### src/rtl/accum_sched_pkg.sv
// accum_sched_pkg: shared default width, opcodes and FSM state encodings for accum_sched.
package accum_sched_pkg;
    localparam int DEF_WIDTH = 8;
    typedef enum logic {OP_ADD = 1'b0, OP_SUB = 1'b1} op_e;
    typedef logic [1:0] state_t;
    localparam state_t IDLE  = 2'd0;
    localparam state_t LATCH = 2'd1;
    localparam state_t EXEC  = 2'd2;
    localparam state_t WRITE = 2'd3;
endpackage

### src/rtl/accum_sched_if.sv
// accum_sched_if: request handshake and accumulator status bundle between requesters and accum_sched.
interface accum_sched_if #(
    parameter int WIDTH = accum_sched_pkg::DEF_WIDTH
);
    logic [1:0]       req_valid;
    logic [1:0]       req_sub;
    logic [WIDTH-1:0] req_data0;
    logic [WIDTH-1:0] req_data1;
    logic [1:0]       req_ready;
    logic             acc_clr;
    logic [WIDTH-1:0] acc_out;
    logic             ov_flag;
    logic             done;
    logic             done_id;
    logic             busy;
    modport master (
        output req_valid, req_sub, req_data0, req_data1, acc_clr,
        input  req_ready, acc_out, ov_flag, done, done_id, busy
    );
    modport slave (
        input  req_valid, req_sub, req_data0, req_data1, acc_clr,
        output req_ready, acc_out, ov_flag, done, done_id, busy
    );
endinterface

### src/rtl/accum_alu.sv
// accum_alu: WIDTH+1 bit add/subtract; MSB is carry (add) or borrow (sub).
// Defining ACCUM_SAT_EN clamps overflowing results to all-ones (add) or zero (sub).
module accum_alu
    import accum_sched_pkg::*;
#(
    parameter int WIDTH = DEF_WIDTH
) (
    input  logic [WIDTH-1:0] a,
    input  logic [WIDTH-1:0] b,
    input  op_e              op,
    output logic [WIDTH:0]   res
);
    logic [WIDTH:0] raw;
    always_comb raw = (op == OP_SUB) ? {1'b0, a} - {1'b0, b} : {1'b0, a} + {1'b0, b};
`ifdef ACCUM_SAT_EN
    always_comb res = raw[WIDTH] ? {1'b1, {WIDTH{op == OP_ADD}}} : raw;
`else
    assign res = raw;
`endif
endmodule

### src/rtl/accum_sched.sv
// accum_sched: two-requester round-robin accumulator with a 4-state LATCH/EXEC/WRITE pipeline.
module accum_sched
    import accum_sched_pkg::*;
#(
    parameter int WIDTH = DEF_WIDTH
) (
    input  logic          CLOCK_50,
    input  logic          reset,
    accum_sched_if.slave  bus
);
    state_t           state;
    logic             last;
    logic             win;
    logic [1:0]       grant;
    logic             op_id;
    op_e              op_sub;
    logic [WIDTH-1:0] op_data;
    logic [WIDTH-1:0] acc;
    logic [WIDTH:0]   res;
    logic [WIDTH:0]   alu_res;
    logic             ov;
    logic             done;
    logic             done_id;
    // last holds the previous winner, so the other requester wins a tie
    always_comb begin
        win   = (&bus.req_valid) ? ~last : bus.req_valid[1];
        grant = (state == IDLE && !bus.acc_clr && !reset && |bus.req_valid) ? 2'b01 << win : 2'b00;
    end
    accum_alu #(.WIDTH(WIDTH)) u_alu (
        .a   (acc),
        .b   (op_data),
        .op  (op_sub),
        .res (alu_res)
    );
    always_ff @(posedge CLOCK_50) begin
        if (reset) begin
            state   <= IDLE;
            last    <= 1'b1;
            op_id   <= 1'b0;
            op_sub  <= OP_ADD;
            op_data <= '0;
            res     <= '0;
            acc     <= '0;
            ov      <= 1'b0;
            done    <= 1'b0;
            done_id <= 1'b0;
        end else begin
            done <= 1'b0;
            if (bus.acc_clr) begin
                state <= IDLE;
                acc   <= '0;
                ov    <= 1'b0;
            end else begin
                case (state)
                    IDLE: if (|grant) begin
                        state   <= LATCH;
                        last    <= win;
                        op_id   <= win;
                        op_sub  <= op_e'(bus.req_sub[win]);
                        op_data <= win ? bus.req_data1 : bus.req_data0;
                    end
                    LATCH: state <= EXEC;
                    EXEC: begin
                        res   <= alu_res;
                        state <= WRITE;
                    end
                    WRITE: begin
                        acc     <= res[WIDTH-1:0];
                        ov      <= ov | res[WIDTH];
                        done    <= 1'b1;
                        done_id <= op_id;
                        state   <= IDLE;
                    end
                    default: state <= IDLE;
                endcase
            end
        end
    end
    assign bus.req_ready = grant;
    assign bus.acc_out   = acc;
    assign bus.ov_flag   = ov;
    assign bus.done      = done;
    assign bus.done_id   = done_id;
    assign bus.busy      = state != IDLE;
endmodule

### src/flat_wrapper.sv
// flat-port wrapper written by rule: the top's interface ports become plain ports
module accum_sched_flat import accum_sched_pkg::*;
#(
    parameter int WIDTH = DEF_WIDTH
)
  (CLOCK_50, reset, bus_req_valid, bus_req_sub, bus_req_data0, bus_req_data1, bus_acc_clr, bus_req_ready, bus_acc_out, bus_ov_flag, bus_done, bus_done_id, bus_busy);
  accum_sched_if #(.WIDTH(WIDTH)) bus_i ();
  input  logic CLOCK_50;
  input  logic reset;
  input wire logic [$bits(bus_i.req_valid)-1:0] bus_req_valid;
  input wire logic [$bits(bus_i.req_sub)-1:0] bus_req_sub;
  input wire logic [$bits(bus_i.req_data0)-1:0] bus_req_data0;
  input wire logic [$bits(bus_i.req_data1)-1:0] bus_req_data1;
  input wire logic [$bits(bus_i.acc_clr)-1:0] bus_acc_clr;
  output wire logic [$bits(bus_i.req_ready)-1:0] bus_req_ready;
  output wire logic [$bits(bus_i.acc_out)-1:0] bus_acc_out;
  output wire logic [$bits(bus_i.ov_flag)-1:0] bus_ov_flag;
  output wire logic [$bits(bus_i.done)-1:0] bus_done;
  output wire logic [$bits(bus_i.done_id)-1:0] bus_done_id;
  output wire logic [$bits(bus_i.busy)-1:0] bus_busy;
  assign bus_i.req_valid = bus_req_valid;
  assign bus_i.req_sub = bus_req_sub;
  assign bus_i.req_data0 = bus_req_data0;
  assign bus_i.req_data1 = bus_req_data1;
  assign bus_i.acc_clr = bus_acc_clr;
  assign bus_req_ready = bus_i.req_ready;
  assign bus_acc_out = bus_i.acc_out;
  assign bus_ov_flag = bus_i.ov_flag;
  assign bus_done = bus_i.done;
  assign bus_done_id = bus_i.done_id;
  assign bus_busy = bus_i.busy;
  accum_sched #(.WIDTH(WIDTH)) u_core (.CLOCK_50(CLOCK_50), .reset(reset), .bus(bus_i));
endmodule
### config.mk
export PLATFORM = sky130hd
export DESIGN_NAME = accum_sched_flat
export DESIGN_NICKNAME = d
export VERILOG_FILES = /design/src/rtl/accum_sched_pkg.sv /design/src/rtl/accum_sched_if.sv /design/src/rtl/accum_alu.sv /design/src/rtl/accum_sched.sv /design/src/flat_wrapper.sv
export SDC_FILE = /design/constraint.sdc
export NUM_CORES = 1
export LEC_CHECK = 0
export CAP_MARGIN = 20
export CORE_MARGIN = 3
export CORE_UTILIZATION = 50
export DETAILED_ROUTE_END_ITERATION = 6
export PLACE_DENSITY_LB_ADDON = 0.05
export SYNTH_ARGS = -nofsm -noshare
export SYNTH_HDL_FRONTEND = slang
export SYNTH_SLANG_ARGS = --single-unit
export TNS_END_PERCENT = 100
### constraint.sdc
create_clock -name CLOCK_50 -period 3.2 [get_ports CLOCK_50]
set_input_delay 0.64 -clock CLOCK_50 [delete_from_list [all_inputs] [get_ports CLOCK_50]]
set_output_delay 0.64 -clock CLOCK_50 [all_outputs]
set_load 0.01 [all_outputs]
### After elaboration in Yosys (flattened, before gate mapping)

Index checks and enable logic that the tools add are counted.

* bits in registers: 33
* memory bits (read-only): 0
* memories: 0
* input port bits: 23
* output and inout bits: 14
* bits in latches: 0
* memory bits (writable): 0
* logic and storage cells: 44

* mux-type cells: 9
* multipliers: 0
* bitwise operators: 3
* eq/ne operators: 4
* div/mod/pow operators: 0
* magnitude comparators: 1
* shift-type cells: 1
* add/subtract/negate cells: 2
* reductions and logical operators: 14

Operators by type and width (number)
* $add A8 B8 Y9: 1
* $mux W9: 1
* $sub A8 B8 Y9: 1
* $mux W8: 1
* $pmux W2 S4: 1
* $reduce_and A2 Y1: 3
* $reduce_or A2 Y1: 3
* $eq A2 B2 Y1 const B: 2
* $mux W1: 4
* $mux W2: 2
* $logic_and A1 B1 Y1: 3
* $reduce_and A3 Y1: 1
* $eq A2 B1 Y1 const B: 1
* $logic_not A1 Y1: 2
* $logic_not A2 Y1: 1
* $lt A1 B2 Y1 const B: 1
* $ne A2 B2 Y1 const B: 1
* $not A1 Y1: 2
* $reduce_bool A2 Y1: 1
* $shl A1 B1 Y2 const A: 1
* $or A1 B1 Y1: 1

### Depth between registers and ports, before layout

Gate-level depths: netlist (run 1).

* depth after elaboration: 8
* gate-level depth with buffers: 12
* depth with buffers taken out: 12

### Modules after synthesis

A second synthesis (run 1) with hierarchy kept.

* cell total of the unflattened synthesis: 210
* area total of the unflattened synthesis: 1965.6 um^2

Modules (own cells, without submodules)
* accum_sched: cells each 138, times used 1, seq. area each 660.6 um^2, area each 1406.3 um^2
* accum_alu: cells each 72, times used 1, seq. area each 0.0 um^2, area each 559.3 um^2

### Least setup slack after synthesis (run 1)

Ideal clock, no wire load.

* kind: register to register
* start point: register u_core.op_data[0]
* end point: register u_core.res[6]
* data arrival time: 2.230 ns
* cell stages (with the launch flop): 10
* clock period less this slack: 2.292 ns
* setup time: 0.062 ns
* buffers on the path: 0
* setup slack: 0.908 ns
* cell sequence: dfxtp_1 inv_1 ha_1 mux2_2 fa_1 nand2b_1 a21oi_2 a31oi_1 or4_1 nand3_1

* longest elaborated chain between the ends: 2
* elaborated cells between the ends (all ways): 3

RTL lines
* from (decl): line accum_sched.sv:17 `logic [WIDTH-1:0] op_data;`
* from (signal assigned): line accum_sched.sv:60 `op_data <= win ? bus.req_data1 : bus.req_data0;`
* $add A8 B8 Y9 / $sub A8 B8 Y9 (equally long branches): line accum_alu.sv:14 `always_comb raw = (op == OP_SUB) ? {1'b0, a} - {1'b0, b} : {1'b0, a} + {1'b0, b};`
* $mux W9 *: line accum_alu.sv:14
* to (signal assigned): line accum_sched.sv:64 `res <= alu_res;`
* to (decl): line accum_sched.sv:19 `logic [WIDTH:0] res;`

Every way passes the cells marked *; elsewhere a longest branch is shown, timed or not.
A chain may end at the register's enable or synchronous reset.

### Worst setup path in the final report (run 1)

* start point: input port bus_req_valid[1]
* end point: output port bus_req_ready[1]

* longest elaborated chain between the ends: 4
* elaborated cells between the ends (all ways): 6

RTL lines
* from (decl): line flat_wrapper.sv:10 `input wire logic [$bits(bus_i.req_valid)-1:0] bus_req_valid;`
* $reduce_and A2 Y1: line accum_sched.sv:26 `win = (&bus.req_valid) ? ~last : bus.req_valid[1];`
* $mux W1: line accum_sched.sv:26
* $shl A1 B1 Y2: line accum_sched.sv:27 `grant = (state == IDLE && !bus.acc_clr && !reset && |bus.req_valid) ? 2'b01 << win : 2'b00;`
* $mux W2 *: line accum_sched.sv:27
* to (decl): line flat_wrapper.sv:15 `output wire logic [$bits(bus_i.req_ready)-1:0] bus_req_ready;`

Marked as above.

==> run metrics, run 1 <==
NumNets Final=271; Critical path buffers and inverters=2; Max Buffers Root-to-Sink=2; Synth-to-Final Area Change=26.5%; most frequent CP cell=clkdlybuf4s50_1; P_leak=0.831 nW; Synth area leaders=dfxtp_1 (38%), ha_1 (9.3%), nor2_1 (7.1%); die span in x=~65 um; Hold/Removal Path Class=flop to flop; port bufs=36; Pre-Repair DR Iteration Count=4; DRT Wirelength=roughly 3800 um; maximum vdd drop=between 0.2 and 0.25 mV; first-pass GRT wire length=around 6500 um; GPL Wtd Cong=~0.75; Max Slew Vio Count=0; setup bufs post-CTS=0; WP data arrival=~2.2 ns; outcome=complete, no violations; critical path class=primary input to output port; initial antenna violation count=0; Setup crit end kind=output port; initial core utilization=about 55%; hold path startpoint=u_core.res[4]; Die H=approximately 65 um; Post-CTS Resized=0; Worst setup SP type=primary input; Yosys warnings=0; FF-to-FF path depth=9; std cell rows=20; Tmin final=about 2.8 ns; flops & latches, synth=33; cells after synthesis=just under 200; cell family with most CP delay=buffers and inverters; aggregate global routing overflow=0; RSZ-0062 raised after global routing=false; IO Count=37; Clock Tree Root=clkbuf_4; PwrDens=a little under 400 mW/mm2; HPWL after DPL=a little over 3000 um; fmax=~350 MHz; Yosys top cell area share=between 30% and 40%; flop-to-flop setup slack=about 0.67 ns; worst skew pair latency=0.32 ns; H-tree depth=2; CTS tree=done; Worst path max stage delay=0.54 ns; hold endpoint=u_core.res[4]; detail-routed net length per standard cell=about 14 um; syn nets=233; Mean Syn Cell Area=about 8.9 um2; total negative slack=0 ns; Worst-path clk slew=~0.08 ns; Final Hold Fails=0; Top FF cell, synth=dfxtp_1; largest net degree at the start of global routing=29; CP required=2.56 ns; ANT cells=0; Max FO, Critical Path=2; remaining antenna violation count after routing=0; Clock Skew=around 0.0066 ns; hold path depth=2; die area=0.00423 mm2; Power, Total=849 uW; area of the multi-input gates=0.00101 mm2; clock sink count=33; worst r2r dst=u_core.res[8]; number of CTS-inserted buffers=5; Seq/Total Area, Yosys=between 30% and 40%; DRC violations left=0; fill count=280; Max-Cap Viols=0; Hold Slack=roughly 0.46 ns; share of layout cells above drive strength 1=approximately 7.7%; slowest stage cell, crit path=clkdlybuf4s50_1; Synth area leader=dfxtp_1; Async S/R FF share, synth=0%; synthesized cell area=roughly 0.0017 mm2; Slew @ Worst Pin=0.636 ns; Detailed Route Iter0 Violations=88; post-synth cell types=40; Final setup viols=0; reg2reg start=u_core.op_data[0]; Max-Slew Margin vs Limit=57.5%; fin crit share=between 80% and 90%; Total GRT Usage=19.9%; Vias/cell=5.39; hold buffer count at CTS=0; Register Area=between 600 and 700 um2; vias in the first global route=~1500; core area=0.00318 mm2; count of flip-flops with a built-in enable after synthesis=0; via count=1503; CP cell instances=clkdlybuf4s50_1, a21boi_0, and3_1, clkdlybuf4s50_1
==> placed cells by master, fill, tap and decap left out, types with 3 or more instances in the layout <==
cell type and n:
xnor2_1 6, xor2_1 3, ha_1 13, nand2b_1 6, clkbuf_1 3, inv_1 8, clkbuf_4 5, nand3_1 4
nand3b_1 4, buf_4 5, a211oi_1 3, a21oi_1 14, nor2_1 33, mux2i_1 10, a222oi_1 9, clkdlybuf4s50_1 36
dfxtp_1 33, o21ai_0 3, nand2_1 8
==> worst max path at each step <==
| stage | start | endpoint | slack (ns) | cells past startpoint |
|---|---|---|---|---|
| finish | bus_req_valid[1] | bus_req_ready[1] | 0.36 | 4 |
| global route | bus_req_valid[1] | bus_req_ready[1] | 0.24 | 4 |
| floorplan | u_core.op_data[0] | u_core.res[6] | 0.91 | 9 |
| detailed placement | bus_req_valid[1] | bus_req_ready[1] | 0.37 | 4 |
| global placement | bus_req_valid[1] | bus_req_ready[1] | 0.42 | 4 |
| CTS | bus_req_valid[1] | bus_req_ready[1] | 0.36 | 4 |
==> report_power, final <==
group | internal, mW | switching [mW] | total [mW] | leakage (nW)
clock | 0.0875 | 0.127 | 0.215 | 0.0265
sequential | 0.419 | 0.00965 | 0.429 | 0.267
combinational | 0.102 | 0.103 | 0.205 | 0.537
==> Yosys cell counts (all sizes together), types with 2 or more instances <==
cell and n:
nand3b 4, a211oi 3, nand2 8, o21ai 3
mux2i 10, o31ai 2, o211ai 2, a31oi 2
nor2b 2, ha 13, a222oi 9, nand2b 6
a21oi 15, xnor2 6, nor2 35, nor3 2
xor2 3, nand3 4, dfxtp 33, buf 2
clkbuf 8, nor4 2, inv 8
==> per-layer routing <==
layer  GRT usage (%)  up-vias  part of all wire (%)
met1            22.4      675                    44
li1                -      773                     -
met4            8.81        0                   2.6
met5               0        -                     0
met3            4.85       11                   5.2
met2            35.2       44                    48
==> worst min-delay path: cells and delay by family (launching register included) <==
family           cells  cell delay [ns]
flip-flops           1             0.32
AND/OR/NAND/NOR      1             0.05
AO/OA/AOI/OAI        1             0.05
==> logic make-up (layout without fill, tap and decap cells) <==
family,Yosys count,count (layout),share of synthesized area (%)
DFF,33,33,37.9
xor gates and xnor gates,9,9,4.53
AOI/OAI and AO/OA,41,41,17.1
adders and majority gates,14,14,10.5
muxes,11,11,6.39
buffers and inverters,18,57,4.02
and+or+nand+nor,70,70,19.5
==> stage by stage <==
step,std cells,util (%),setup WS [ns],instance area (um2)
finish,279,69.3,0.361,2200
CTS,279,69.3,0.356,2200
global placement,271,67.8,0.420,2150
detailed placement,271,67.8,0.365,2150
floorplan,196,-,0.908,1740
global route,279,69.3,0.242,2200
==> layout make-up <==
| class | instances | area share (%) |
|---|---|---|
| Clock buffer | 8 | 2.21 |
| Sequential cell | 33 | 30.0 |
| Timing Repair Buffer | 41 | 18.1 |
| Multi-Input combinational cell | 145 | 45.9 |
| Tap cell | 44 | 2.50 |
| Inverter | 8 | 1.36 |
==> state kept, by name (all words and copies together) (netlist names) <==
signal and count:
u_core.bus.acc_out 8, u_core.last 1, u_core.bus.ov_flag 1, u_core.state 2, u_core.res 9, u_core.bus.done_id 1
u_core.op_id 1, u_core.bus.done 1, u_core.op_data 8, u_core.op_sub 1
Note: power is estimated with default switching activity, not from simulation.
==> inputs of run 2 (changes only) <==
--- a/config.mk
+++ b/config.mk
@@ -7,10 +7,12 @@
 export LEC_CHECK = 0
 export CAP_MARGIN = 20
 export CORE_MARGIN = 3
-export CORE_UTILIZATION = 50
+export CORE_UTILIZATION = 52
 export DETAILED_ROUTE_END_ITERATION = 6
 export PLACE_DENSITY_LB_ADDON = 0.05
+export SETUP_SLACK_MARGIN = 0.1
 export SYNTH_ARGS = -nofsm -noshare
 export SYNTH_HDL_FRONTEND = slang
+export SYNTH_HIERARCHICAL = 1
 export SYNTH_SLANG_ARGS = --single-unit
 export TNS_END_PERCENT = 100
==> run 2 against run 1 <==
  * Cell area grew 10%
  * Non-clock buffer count shrank 2
  * Critical path type unchanged
  * Register-to-register slack gained 0.03 ns
  * Total power grew 22%
  * Synthesized cell count grew 7.1%
  * Sequential power grew 3%
  * Hold slack lost 0.00098 ns
==> run metrics, run 2 <==
outcome=complete, no violations; Final setup viols=0; Max FO, Critical Path=10; number of CTS-inserted buffers=5; largest net degree at the start of global routing=12; Top FF cell, synth=dfxtp_1; Die H=just under 70 um; Worst setup SP type=primary input; Slew @ Worst Pin=~0.63 ns; Synth area leader=dfxtp_1; vias in the first global route=about 1600; most frequent cell after synthesis=dfxtp_1; Synth top cells by count=dfxtp_1 (33), nand2_1 (23), nor2_1 (23); WP data arrival=between 2 and 2.5 ns; Max-Cap Viols=0; fin crit share=92.2%; Max Buffers Root-to-Sink=2; count of flip-flops with a built-in enable after synthesis=0; ANT cells=0; flop-to-flop setup slack=around 0.7 ns; Register Area=about 660 um2; total negative slack=0 ns; Top reg by flops=u_core/res; Pre-Repair DR Iteration Count=4; core area=~0.0035 mm2; die span in x=67.5 um; P_leak=around 0.92 nW; hold buffer count at CTS=0; post-synth cell types=between 40 and 50; CTS tree=done; initial antenna violation count=0; Yosys warnings=6; die area=about 0.0046 mm2; maximum vdd drop=0.224 mV; Detailed Route Iter0 Violations=approximately 60; fmax=339 MHz; Total GRT Usage=about a fifth; remaining antenna violation count after routing=0; Clock Tree Root=clkbuf_8; commonest non-fill, non-tap cell in the layout=clkdlybuf4s50_1; via count=approximately 1600; fill count=about 280; DRT Wirelength=just over 4000 um; aggregate global routing overflow=0; Synth-to-Final Area Change=23.3%; setup bufs post-CTS=0; clock sink count=33; detail-routed net length per standard cell=between 10 and 15 um; synthesized cell area=around 0.0020 mm2; Seq/Total Area, Yosys=between 30% and 40%; NumNets Final=284; Vias/cell=5.31; IO Count=37; Hold Slack=0.454 ns; worst skew pair latency=between 0.2 and 0.3 ns; Setup crit end kind=output port; Hold/Removal Path Class=flop to flop; port bufs=36; Final Hold Fails=0; CP required=roughly 2.6 ns; syn nets=around 250; Async S/R FF share, synth=0%; RSZ-0062 raised after global routing=false; max reg flops=9; critical path class=primary input to output port; commonest non-fill, non-tap cells in the layout=clkdlybuf4s50_1 (36), dfxtp_1 (33), nor2_1 (23), nand2_1 (23), a21oi_1 (15); HPWL after DPL=3200 um; cells after synthesis=210; Worst-path clk slew=about 0.070 ns; Yosys top cell area share=33.6%; H-tree depth=2; Tmin final=around 2.9 ns; DRC violations left=0; Synth area leaders=dfxtp_1 (34%), ha_1 (8.3%), mux2i_1 (5.6%); area of the multi-input gates=0.00119 mm2; initial core utilization=56.2%; Max-Slew Margin vs Limit=around three fifths; share of layout cells above drive strength 1=a little over an eighth; first-pass GRT wire length=between 6000 and 7000 um; Clock Skew=0.00829 ns; GPL Wtd Cong=0.798; PwrDens=about 430 mW/mm2; flops & latches, synth=33; Post-CTS Resized=0; std cell rows=21; Mean Syn Cell Area=around 9.4 um2; Max Slew Vio Count=0
[run 2: changes by cell type in the layout (fill, tap and decap cells not counted), sizes merged, moves of 5 or more]
cell / before / now
nand2: 8 / 23
nor3b: 1 / 9
a222oi: 9 / 0
inv: 8 / 13
a221o: 0 / 10
nor2: 35 / 23
[run 2: where the power goes]
part,total [mW],switching (mW),internal [mW]
registers,0.441,0.0169,0.424
clock network,0.291,0.141,0.150
logic,0.301,0.145,0.157
total,1.03,0.302,0.732
[run 2: logic make-up after synthesis]
kind of cell | Yosys count | share of synthesized area [%]
adders and majority gates | 14 | 9.29
buffers and inverters | 22 | 5.79
DFF | 33 | 33.6
and+or+nand+nor | 76 | 23.5
AOI/OAI and AO/OA | 41 | 16.3
xor gates and xnor gates | 12 | 5.35
muxes | 12 | 6.17
[run 2: critical path, stage by stage]
cell and delay [ns]:
clkdlybuf4s50_1 0.54, nor2_1 0.21, nand4_1 0.16, inv_2 0.18, clkdlybuf4s50_1 0.57
[run 2: worst paths after layout]
path / cells after the start / to / start
setup / recovery: 5 / bus_req_ready[1] / reset
hold / removal: 2 / u_core/res[8] / u_core/res[8]
setup reg to reg: 10 / u_core/res[8] / u_core/op_data[0]
hold reg to reg: 2 / u_core/res[8] / u_core/res[8]
[run 2: layout make-up]
class	instances	area share, %
clock buffer	6	2.99
clock inverter	2	0.413
inverter	13	2.01
multi-input combinational	155	49.1
sequential	33	27.3
tap	46	2.37
timing repair buffer	39	15.8
[run 2: through the flow]
stage / util, % / area [um2] / total power, mW / instances / worst slack [ns]
3_3_place_gp: 67.0 / 2340 / 0.741 / 286 / 0.364
2_1_floorplan: - / 1970 / 0.681 / 210 / 0.980
3_5_place_dp: 67.0 / 2340 / 0.751 / 286 / 0.285
5_1_grt: 69.4 / 2420 / 1.09 / 294 / 0.197
4_1_cts: 69.4 / 2420 / 1.05 / 294 / 0.274
6_report: 69.4 / 2420 / 1.03 / 294 / 0.251
[run 2: metal layers]
layer	track usage (%)	share of wire, %	vias to the layer above
met3	5.16	4.3	2
met1	21.8	44	722
met2	37.3	52	38
li1	-	-	799
met5	0	0	-
met4	6.08	0.57	0
==> edit 1: new RTL, settings of run 1 <==
`DEF_WIDTH`: 8 -> 12.
--- a/src/rtl/accum_sched_pkg.sv
+++ b/src/rtl/accum_sched_pkg.sv
@@ -1,6 +1,6 @@
 // accum_sched_pkg: shared default width, opcodes and FSM state encodings for accum_sched.
 package accum_sched_pkg;
-    localparam int DEF_WIDTH = 8;
+    localparam int DEF_WIDTH = 12;
     typedef enum logic {OP_ADD = 1'b0, OP_SUB = 1'b1} op_e;
     typedef logic [1:0] state_t;
     localparam state_t IDLE  = 2'd0;
Interface: changed (resized bus_acc_out, bus_req_data0 and bus_req_data1); port bits go from 37 to 49. No check against the original RTL was run, so the function may have changed too.
==> edit 1 against run 1 <==
  * Utilization down 3.2 points
  * Register-to-register slack got worse by 0.25 ns
  * Combinational power up 71%
  * Sequential cell count up 12
  * Power is 63% higher
  * Sequential share of layout area down 1.7 points
  * Area after synthesis is 45% higher
  * Wire length up 53%
  * Largest power group unchanged
  * Clock power rose by 110%
  * Critical path depth rose by 1
  * Worst setup slack lost 0.061 ns
  * Cell area up 45%
==> edit 1: results (changes against run 1) <==
[final_layout]
drive_gt1_frac = 0.0746  ; -0.00197
antenna_cells = 0  ; unchanged
top_register = u_core.res
num-nets-final = 383  ; +41%
largest_reg_flops = 13  ; +4
final_cells = 402  ; +44%

[clocking]
post_cts.resized_instances = 0  ; unchanged
cts_buffers = 5  ; unchanged
ctsRootBufferMaster = clkbuf_8
clock_path_buffers = 2  ; unchanged
clk_latency_ns = 0.30  ; -0.02 ns
cts.htree.levels = 2  ; unchanged
clkTransAtPathRegs_ns = 0.08  ; about the same

[setup_path]
cp.arrival_ns = 2.26  ; +0.06 ns
critPathMaxStageDelay_ns = 0.57  ; +0.03 ns
crit_fanout = 5  ; +3
critPathTopFamily = buffers and inverters

[global_routing]
grt_pass1_vias = 2073  ; +38%
overflow = 0  ; unchanged
track_usage = 0.200  ; +0.000721
grt_antenna_before_repair = 0  ; unchanged
grt_max_degree = 33  ; +14%
grt_pass1_wl_mm = 9.73  ; +50%

[logic_synthesis]
synthTopCellsByCount = dfxtp_1 (45), nor2_1 (42), ha_1 (17)
syn_inst = 291  ; +48%
syn-num-nets = 340  ; +46%
async_reset_ff_frac = 0  ; unchanged
ys_types = 52  ; +30%
synth_area_leaders = dfxtp_1 (36%), ha_1 (8.4%), nor2_1 (6.2%)
ys_seq_area_frac = 0.356  ; -0.0234

[power]
p_leak_uw = 0.00117  ; +41%
peakVddDrop_v = 0.000263  ; +20%
power_switching_uw = 399  ; +66%

[run_status]
status = finished clean

[route]
drtIter0Drc = 173  ; +97%
drt-total-wl_mm = 5.79  ; +53%
dr.pass1.iters = 4  ; unchanged
num_vias = 2275  ; +51%

[placed_design]
gp_congestion = 0.869  ; +16%
port_buffers = 48  ; +33%
place_inst = 394  ; +45%
placed_cell_area_mm2 = 0.00307  ; +42%
dp_hpwl_mm = 4.33  ; +42%

[timing]
skew_ns = 0.00240  ; -0.00424 ns
max_slew.worst_pin.slew_ns = 0.456  ; -0.180 ns
final_max_slew_viol_count = 0  ; unchanged

edit 1: cell count changes in the layout (fill, tap and decap cells not counted), sizes merged, moves of 5 or more:
cell | run 1 | this run
nand3 | 4 | 15
dfxtp | 33 | 45
o21ai | 3 | 11
nand2b | 6 | 1
nor2 | 35 | 42
a21o | 1 | 6
nand2 | 8 | 15
clkdlybuf4s50 | 36 | 48
edit 1: area by class of cell:
type	count	area, um2
clock inverter	1	30.0
sequential	45	901
timing repair buffer	55	533
inverter	8	30.0
clock buffer	7	86.3
fill	434	1630
multi-input combinational	219	1520
tap	67	83.8
edit 1: through the flow:
stage,hold slack [ns],setup slack (ns),utilization
3_3_place_gp,0.441,0.324,0.637
4_1_cts,0.460,0.306,0.661
2_1_floorplan,0.432,0.706,-
6_report,0.457,0.300,0.661
3_5_place_dp,0.448,0.322,0.637
5_1_grt,0.484,0.157,0.661
edit 1: kinds of logic (layout without fill, tap and decap cells):
| family | count (synthesis) | after routing | share of synthesized area |
|---|---|---|---|
| buffers and inverters | 27 | 71 | 0.0435 |
| AND/OR/NAND/NOR | 102 | 102 | 0.191 |
| AO/OA/AOI/OAI | 74 | 74 | 0.224 |
| multiplexers | 14 | 14 | 0.0554 |
| adder cells (fa/ha/maj) | 18 | 18 | 0.0919 |
| XOR/XNOR | 11 | 11 | 0.0381 |
| flip-flops | 45 | 45 | 0.356 |
edit 1: power by group through the flow:
stage                     logic [uW]  registers [uW]  clock network, uW
after floorplan                  253             594                  0
after global placement           345             599                  0
after detailed placement         350             599                  0
after CTS                        351             586                456
after global routing             390             588                475
final                            351             586                446
edit 1: path summary, 6_finish.rpt:
path	startpoint	to	slack, ns	cells after the start
setup reg to reg	u_core.op_data[2]	u_core.res[9]	0.42	10
hold reg to reg	u_core.res[1]	u_core.res[1]	0.46	2
hold / removal	u_core.res[1]	u_core.res[1]	0.46	2
setup / recovery	bus_acc_clr	bus_req_ready[0]	0.30	5
edit 1: metal layers:
metal / global-route usage / wire (um) / vias up
met3: 0.0423 / 256 / 7
met5: 0 / 0 / -
met4: 0.0605 / 68 / 0
met2: 0.319 / 2690 / 58
li1: - / - / 1167
met1: 0.270 / 2780 / 1043
edit 1: worst register-to-register path: stages, from the launching register on:
cell	delay, ns
dfxtp_1	0.37
nor3_1	0.41
a21o_1	0.23
o21ai_0	0.11
xnor2_1	0.15
ha_1	0.39
a21oi_2	0.22
nand2_1	0.09
a21o_1	0.18
or4_1	0.47
nand3_1	0.09
==> edit 2: new RTL, flow settings as in run 1 <==
Without the edit above. Reset style: asynchronous (`reset`), changed in one clocked block.
--- a/src/rtl/accum_sched.sv
+++ b/src/rtl/accum_sched.sv
@@ -32,7 +32,7 @@
         .op  (op_sub),
         .res (alu_res)
     );
-    always_ff @(posedge CLOCK_50) begin
+    always_ff @(posedge CLOCK_50 or posedge reset) begin
         if (reset) begin
             state   <= IDLE;
             last    <= 1'b1;
Formal check against the unedited RTL: differs if reset is asserted again (counterexample within 4 cycles, from zero or initial values and one cycle with reset high); with reset held inactive, the same outputs for 10 cycles.
==> edit 2 against run 1 <==
  * Cell area grew 6.6%
  * Non-clock buffer count is 1 lower
  * Critical path depth rose by 1
  * Area after synthesis up 6.8%
  * Wire length decreased by 5.6%
  * Worst hold slack better by 0.025 ns
  * Worst setup slack got worse by 0.12 ns
  * Sequential cell count unchanged
  * Final cell count down 3.2%
  * Register-to-register slack gained 0.03 ns
  * Critical path type unchanged
  * Critical endpoint is now bus_req_ready[0]
  * Highest routed layer unchanged
Power is not compared: it rests on default switching activity, and its combinational part moved more than twofold at a synthesized area within 25%.
==> edit 2: results (changes against run 1) <==
[placed_design]
gp_congestion = 0.821  ; +9.1%
dp_hpwl_mm = 2.83  ; -7.1%
place_inst = 263  ; -3.0%

[logic_synthesis]
avgSynthCellArea_um2 = 10.1  ; +14%
syn-num-nets = 221  ; -5.2%
ys_seq_area_frac = 0.445  ; +0.0655
synthTopCellsByCount = dfrtp_1 (32), inv_1 (20), nor2_1 (16)
synth_ff_type = dfrtp_1
ys_types = 41  ; +2.5%
synth_area_leaders = dfrtp_1 (43%), ha_1 (8.7%), a222oi_1 (4.8%)
async_reset_ff_frac = 1.00  ; +1.00

[setup_path]
timing.reg2reg.setup_slack_ns = 0.70  ; +0.03 ns
cp.arrival_ns = 2.32  ; +0.12 ns
crit_fanout = 10  ; +8
rr_worst_depth = 11  ; +2

[global_routing]
grt_max_degree = 34  ; +17%
grt_pass1_wl_mm = 6.33  ; -2.8%
grt_pass1_vias = 1462  ; -2.9%

[timing]
skew_ns = 0.00361  ; -0.00303 ns
max_slew.worst_pin.slew_ns = 0.611  ; -0.0255 ns

[run_status]
status = finished clean

[route]
num_vias = 1420  ; -5.5%
drt-total-wl_mm = 3.57  ; -5.6%

[final_layout]
final_cells = 270  ; -3.2%
drive_gt1_frac = 0.0938  ; +0.0172

-- edit 2: stage by stage --
stage	util	setup WS, ns	total power, uW	instance area, um2
after detailed placement	0.653	0.241	1660	2260
final	0.677	0.237	1950	2350
after global placement	0.653	0.287	1610	2260
after global routing	0.677	0.104	2130	2350
after CTS	0.677	0.232	1980	2350
after floorplan	-	0.973	1440	1860
-- edit 2: power groups by stage --
stage	clock network [uW]	logic (uW)	registers, uW
2_1_floorplan	0	794	642
3_3_place_gp	0	936	676
3_5_place_dp	0	976	687
4_1_cts	312	985	679
5_1_grt	329	1100	704
6_report	306	971	678
-- edit 2: layout make-up --
class,count,area (um2)
fillers,300,1120
repair buffers,40,390
well taps,46,57.6
flip-flops and latches,33,827
inverters,20,75.1
multi-input cells,124,913
clock buffers,7,86.3
-- edit 2: how the worst min path moves through the flow --
stage	from	end	cells past startpoint
6_report	u_core.res[5]	u_core.res[5]	2
4_1_cts	u_core.op_id	u_core.op_id	1
5_1_grt	u_core.op_id	u_core.op_id	1
3_5_place_dp	u_core.op_id	u_core.op_id	1
3_3_place_gp	u_core.op_id	u_core.op_id	1
2_1_floorplan	u_core.op_id	u_core.op_id	1
-- edit 2: cells by family (layout without fill, tap and decap cells) --
family,Yosys count,after routing,synth area share
xor+xnor,11,11,0.0518
mux,10,10,0.0552
buf+inv,27,67,0.0639
simple gates,45,45,0.114
compound gates,44,44,0.172
fa+ha+maj,14,14,0.0983
flops,33,33,0.445
-- edit 2: metal layers --
metal	vias up	share of wire	global-route usage
met5	-	0	0
met4	0	0.0098	0.0608
met3	5	0.053	0.0422
met2	39	0.48	0.328
met1	652	0.45	0.224
li1	724	-	-
-- edit 2: worst reg2reg max path: cells and delay by family, from the launching register on --
family	cells	cell delay, ns
simple gates	3	0.75
flops	1	0.43
fa+ha+maj	2	0.37
buf+inv	1	0.08
xor+xnor	2	0.29
compound gates	3	0.42
